File: config.mk
export PLATFORM = sky130hd
export DESIGN_NAME = instr_fetch
export DESIGN_NICKNAME = d
export VERILOG_FILES = /design/src/rtl/rv_core_pkg.sv /design/src/rtl/instr_ram_sp.sv /design/src/rtl/instr_fetch.sv
export SDC_FILE = /design/constraint.sdc
export NUM_CORES = 2
export LEC_CHECK = 0
export CAP_MARGIN = 20
export CORE_ASPECT_RATIO = 0.8
export CORE_UTILIZATION = 60
export CTS_CLUSTER_SIZE = 12
export DETAILED_ROUTE_END_ITERATION = 12
export GPL_TIMING_DRIVEN = 1
export HOLD_SLACK_MARGIN = 0.08
export PLACE_DENSITY = 0.77
export SYNTH_ARGS = -nofsm -noshare
export SYNTH_HDL_FRONTEND = slang
export SYNTH_HIERARCHICAL = 1
export SYNTH_SLANG_ARGS = --single-unit
File: constraint.sdc
create_clock -name clk -period 5.4 [get_ports clk]
set_input_delay 1.08 -clock clk [delete_from_list [all_inputs] [get_ports clk]]
set_output_delay 1.08 -clock clk [all_outputs]
set_load 0.05 [all_outputs]
File: src/rtl/rv_core_pkg.sv
// Shared core types: instruction width and fetch-side FSM encoding.
// Imported by the fetch unit and its program RAM.
package rv_core_pkg;

  localparam int INSTR_W = 32;

  typedef enum logic [2:0] {
    IDLE    = 3'd0,
    WAIT    = 3'd1,
    READ    = 3'd2,
    PRESENT = 3'd3,
    FINISH  = 3'd4
  } fetch_state_e;

endpackage

File: src/rtl/instr_ram_sp.sv
// Single-port program RAM, synchronous read, not reset.
// One shared address; the owner never writes and reads in the same cycle.
module instr_ram_sp
  import rv_core_pkg::*;
#(
  parameter  int DEPTH = 64,
  localparam int AW    = $clog2(DEPTH)
) (
  input  logic               clk,
  input  logic               we,
  input  logic               re,
  input  logic [AW-1:0]      addr,
  input  logic [INSTR_W-1:0] wdata,
  output logic [INSTR_W-1:0] rdata
);

  logic [INSTR_W-1:0] mem [DEPTH];

  always_ff @(posedge clk) begin
    if (we && (int'(addr) < DEPTH))
      mem[addr] <= wdata;
    if (re)
      rdata <= mem[addr];
  end

endmodule

File: src/rtl/instr_fetch.sv
// Instruction-supply side of the decoder handshake: program RAM,
// PC, delivery counter and a one-word-per-request fetch FSM.
module instr_fetch
  import rv_core_pkg::*;
#(
  parameter  int DEPTH = 64,
  localparam int AW    = $clog2(DEPTH)
) (
  input  logic               clk,
  input  logic               reset_n,
  input  logic               prog_we,
  input  logic [AW-1:0]      prog_addr,
  input  logic [INSTR_W-1:0] prog_wdata,
  input  logic [AW:0]        prog_len,
  input  logic               start,
  input  logic               next_instr,
  output logic [INSTR_W-1:0] instr,
  output logic               instr_valid,
  output logic [AW-1:0]      pc,
  output logic               busy,
  output logic               done,
  output logic [AW:0]        fetch_cnt
);

  localparam logic [AW:0] DEPTH_W = (AW+1)'(DEPTH);
  localparam logic [AW:0] ONE_W   = (AW+1)'(1);

  fetch_state_e state, state_nx;

  logic [AW:0]        len_q;
  logic [AW:0]        len_clamp;
  logic [AW:0]        cnt_inc;
  logic               ram_we;
  logic               ram_re;
  logic [AW-1:0]      ram_addr;
  logic [INSTR_W-1:0] ram_rdata;

  assign len_clamp = (prog_len > DEPTH_W) ? DEPTH_W : prog_len;
  assign cnt_inc   = fetch_cnt + ONE_W;

  assign busy = (state != IDLE);
  assign done = (state == FINISH);

  // Reads are issued every WAIT cycle so the word is ready
  // in READ; writes only land while idle.
  always_comb begin
    ram_we   = 1'b0;
    ram_re   = 1'b0;
    ram_addr = pc;
    unique case (1'b1)
      (state == IDLE): begin
        ram_we   = prog_we;
        ram_addr = prog_addr;
      end
      (state == WAIT): ram_re = 1'b1;
      default: ;
    endcase
  end

  instr_ram_sp #(
    .DEPTH (DEPTH)
  ) u_ram (
    .clk   (clk),
    .we    (ram_we),
    .re    (ram_re),
    .addr  (ram_addr),
    .wdata (prog_wdata),
    .rdata (ram_rdata)
  );

  always_comb begin
    state_nx = state;
    unique case (state)
      IDLE: begin
        if (start)
          state_nx = (len_clamp == '0) ? FINISH : WAIT;
      end
      WAIT: begin
        if (next_instr)
          state_nx = READ;
      end
      READ:    state_nx = PRESENT;
      PRESENT: state_nx = (cnt_inc == len_q) ? FINISH : WAIT;
      FINISH:  state_nx = IDLE;
      default: state_nx = IDLE;
    endcase
  end

  // instr_valid comes only from state, never from next_instr.
  always_ff @(posedge clk) begin
    if (!reset_n) begin
      state       <= IDLE;
      instr       <= '0;
      instr_valid <= 1'b0;
      pc          <= '0;
      fetch_cnt   <= '0;
      len_q       <= '0;
    end else begin
      state       <= state_nx;
      instr_valid <= (state == READ);
      if (state == READ)
        instr <= ram_rdata;
      if ((state == IDLE) && start) begin
        len_q     <= len_clamp;
        pc        <= '0;
        fetch_cnt <= '0;
      end
      if (state == PRESENT) begin
        pc        <= pc + 1'b1;
        fetch_cnt <= cnt_inc;
      end
    end
  end

endmodule

==> summary by stage <==
Clock tree
Post-CTS repair changed the size of 0 cells. The clock latency of the later-clocked register in the worst-skew pair is 840 ps. Hold repair after CTS inserted 0 buffers. The CTS tree is yes. The tree is rooted in a sky130_fd_sc_hd__clkbuf_16.

The clock-pin slew of the registers on the worst-case setup and hold paths is 60 ps. The clock passes through at most 3 buffers. The total clock buffers created by CTS is 201. The number of clock sinks is 2136.

The H-tree was split into 4 levels. Post-CTS timing repair inserted 0 buffers for setup.

Yosys
The average size of a mapped cell is 17.9 sq um. Of the synthesized area, sequential elements account for 0.777. The prevailing post-synth register cell is sky130_fd_sc_hd__edfxtp_1. The count of cell types in the netlist is 73. Yosys printed 6 warnings. The synthesized cell area is 0.0818 sq mm. Yosys attributes the largest share of cell area to sky130_fd_sc_hd__edfxtp_1 (76%), sky130_fd_sc_hd__mux2i_1 (3.2%), sky130_fd_sc_hd__mux4_2 (2.6%). Of the post-synthesis cell area, the dominant cell type holds 0.764. Counting every instance in the synthesized netlist gives 4561. The synthesized net count is 4613.

sky130_fd_sc_hd__edfxtp_1 takes more of the synthesized area than any other cell. Synthesis inferred 2136 register bits. Of all flip-flops after synthesis, the portion carrying an async set or reset was 0. Yosys mapped a number of flops with a built-in enable equal to 2080.

Timing
Dividing the final minimum period by the clock period gives 0.918. The final setup violation count is 0. At the pin with the least slew margin, the transition time is 1280 ps. In the post-route analysis, the smallest setup slack over all paths is 445 ps. The final count of hold timing violations is 0.

The post-route clock skew is 37.5 ps. Setup repair after global routing left no endpoint under its margin. The maximum frequency from static timing analysis is 202 MHz.

In this run the tightest slew margin relative to its limit is 0.147. The worst path needs 4960 ps of the cycle, external delays included. The number of max-slew violations in the final report is 0.

After routing, the total negative slack on setup checks comes to 0 ps.

Power and ir drop
The power consumption is 0.0352 W. The areal power density over the cells is 379 mW/mm^2. Across the VDD grid, the largest voltage drop is 413 uV. The analysis attributes to cell leakage a power of 29.7 nW.

Global routing
The first global-routing pass estimated 318000 um of wire. The global router's overall resource usage is 0.320. The number of global-route vias before repair came to 45514. Entering global routing, the biggest net connects 97 pins. The total congestion overflow after global routing is 0.

The initial antenna violation count is 17.

Layout
The fraction of final layout cells with drive strength greater than 1 is 0.187. The library cell used most frequently in the layout, excluding fill and tap cells, is sky130_fd_sc_hd__edfxtp_1. In the layout the commonest cells are sky130_fd_sc_hd__edfxtp_1 (2080), sky130_fd_sc_hd__mux2i_1 (259), sky130_fd_sc_hd__buf_4 (240). The number of fill cells is 8132. The area growth from synthesis to layout is 13.4%. The final-stage net count is 4897.

Detailed routing
In the routed design, unresolved DRC markers number 0. The routed via count divided by cell count is 7.07. The first routing iteration left 7929 violations. Detailed routing inserted a total of 47402 vias.

The average wire per standard cell is 33.2 um. The number of antenna-violating nets in the routed design is 0. The number of iterations in the first detailed-routing pass is 8. The final layout contains routed wiring with a total length of 222000 um.

Placed design
At the end of routability-driven placement, the weighted congestion stood at 0.927. The half-perimeter wire length after placement is 129000 um. The setup slack after placement is 192 ps.

The count of buffers from port buffering is 97.

Floorplan
In this run the vertical extent of the chip is 332 um. The number of top-level design ports is 98. The width of the die is 415 um. The initial core utilization is 0.608. The floorplan row count is 120. The core box area is 0.135 sq mm.

The die covers 0.138 sq mm.

Worst setup path
The largest fanout on the critical path is 83. The type of element launching the critical path is a flip-flop. The largest single stage delay on the critical path is 790 ps. STA classifies the critical path endpoint as a flip-flop. The worst setup path is of the reg -> reg kind. The critical-path cell with the highest stage delay is sky130_fd_sc_hd__a21oi_1. The signal on the critical path passes through nor3_4 > buf_4 > inv_2 > nand2_1 > nand2_4 > buf_12 > buf_4 > mux2_2 > a221oi_1 > a21oi_1 > a21oi_1 > nand3_1. The start of the worst register-to-register path is state[1]. The data arrival at the endpoint of the critical path is 5480 ps. The critical path starts at state[1].

The required time of the critical path is 5920 ps.

Outcome
The run finished with clean final reports.

Worst hold path
The min-delay analysis places its worst path in the category reg -> reg. The worst hold path begins at instr[1].

Run
The number of maximum-capacitance violations is 0.
[critical path: cells and delay by family (launching register included)]
family / cells / cell delay [ps]
AND/OR/NAND/NOR: 4 / 720
multiplexers: 1 / 420
buffers and inverters: 4 / 1500
AO/OA/AOI/OAI: 3 / 1230
flip-flops: 1 / 590
[synthesized netlist by cell type (8+ instances only)]
| master | n |
|---|---|
| sky130_fd_sc_hd__a22oi_1 | 189 |
| sky130_fd_sc_hd__a31oi_1 | 43 |
| sky130_fd_sc_hd__nand2b_1 | 20 |
| sky130_fd_sc_hd__a221o_1 | 15 |
| sky130_fd_sc_hd__a21boi_0 | 11 |
| sky130_fd_sc_hd__edfxtp_1 | 2080 |
| sky130_fd_sc_hd__or4b_1 | 14 |
| sky130_fd_sc_hd__nor3b_1 | 8 |
| sky130_fd_sc_hd__mux2i_1 | 259 |
| sky130_fd_sc_hd__a21oi_1 | 161 |
| sky130_fd_sc_hd__buf_1 | 33 |
| sky130_fd_sc_hd__a222oi_1 | 16 |
| sky130_fd_sc_hd__a22o_1 | 66 |
| sky130_fd_sc_hd__buf_4 | 9 |
| sky130_fd_sc_hd__o2bb2ai_1 | 15 |
| sky130_fd_sc_hd__mux2_2 | 150 |
| sky130_fd_sc_hd__nor3_1 | 27 |
| sky130_fd_sc_hd__a2111oi_0 | 15 |
| sky130_fd_sc_hd__a221oi_1 | 176 |
| sky130_fd_sc_hd__o21ai_0 | 87 |
| sky130_fd_sc_hd__o22a_1 | 70 |
| sky130_fd_sc_hd__nor2_1 | 161 |
| sky130_fd_sc_hd__nand2_1 | 122 |
| sky130_fd_sc_hd__or4_1 | 15 |
| sky130_fd_sc_hd__mux4_2 | 96 |
| sky130_fd_sc_hd__a211oi_1 | 17 |
| sky130_fd_sc_hd__nand3_1 | 63 |
| sky130_fd_sc_hd__o22ai_1 | 93 |
| sky130_fd_sc_hd__nor2b_1 | 15 |
| sky130_fd_sc_hd__and3_1 | 87 |
| sky130_fd_sc_hd__dfxtp_1 | 56 |
| sky130_fd_sc_hd__nor4_1 | 16 |
| sky130_fd_sc_hd__clkbuf_1 | 183 |
| sky130_fd_sc_hd__buf_2 | 87 |
[worst paths after layout]
check	slack, ps	depth (start not counted)	to
min	450	2	instr[1]
max reg2reg	440	12	u_ram/rdata[6]
min reg2reg	450	2	instr[1]
max	440	12	u_ram/rdata[6]
[where the power goes]
group	internal [W]	total [W]	leakage (nW)	switching, W
Combinational	0.00136	0.00404	7.83	0.00267
Sequential	0.0184	0.0185	19.2	0.0000945
Clock	0.00687	0.0126	2.70	0.00577
Total	0.0266	0.0352	29.7	0.00854
[cells by family (layout without fill, tap and decap cells)]
family                     count (synthesis)  after routing  synth area share
DFF                                     2136           2136             0.777
xor gates and xnor gates                   8              8          0.000857
adders and majority gates                  3              3          0.000428
AOI/OAI and AO/OA                        999            999            0.0884
other                                      0              7                 0
and+or+nand+nor                          583            583            0.0364
buffers and inverters                    326            690            0.0177
muxes                                    506            506            0.0789
[through the flow]
step / cells / util / cell area, sq um / hold slack [ps]
global route: 6696 / 0.689 / 92700 / 476
floorplan: 4561 / - / 81800 / 448
CTS: 6689 / 0.689 / 92600 / 454
detailed placement: 6406 / 0.647 / 87100 / 446
global placement: 6406 / 0.647 / 87100 / 446
finish: 6701 / 0.690 / 92800 / 450
[layout make-up]
type | instances | area, sq um | share of cell area
clock inverters | 24 | 294 | 0.00317
inverters | 6 | 30.0 | 0.000324
flip-flops and latches | 2136 | 63600 | 0.685
multi-input cells | 2099 | 17500 | 0.188
clock buffers | 259 | 5280 | 0.0569
diodes | 7 | 17.5 | 0.000189
repair buffers | 401 | 3890 | 0.0419
well taps | 1769 | 2210 | 0.0239
[state kept, by name, indices dropped and copies added, names as in the netlist]
register / flops
u_ram/mem: 2048
instr: 32
u_ram/rdata: 32
fetch_cnt: 7
len_q: 7
pc: 6
state: 3
instr_valid: 1
[routing by layer]
layer  GRT usage  vias up  wire length (um)  part of all wire
met2       0.468     3795             98700              0.44
met4      0.0954        6              6400             0.029
met5           0        -                71           0.00032
met3       0.108      458             35100              0.16
li1            -    19244                 -                 -
met1       0.459    23899             81900              0.37
No activity file was read; power rests on OpenSTA's default activity.
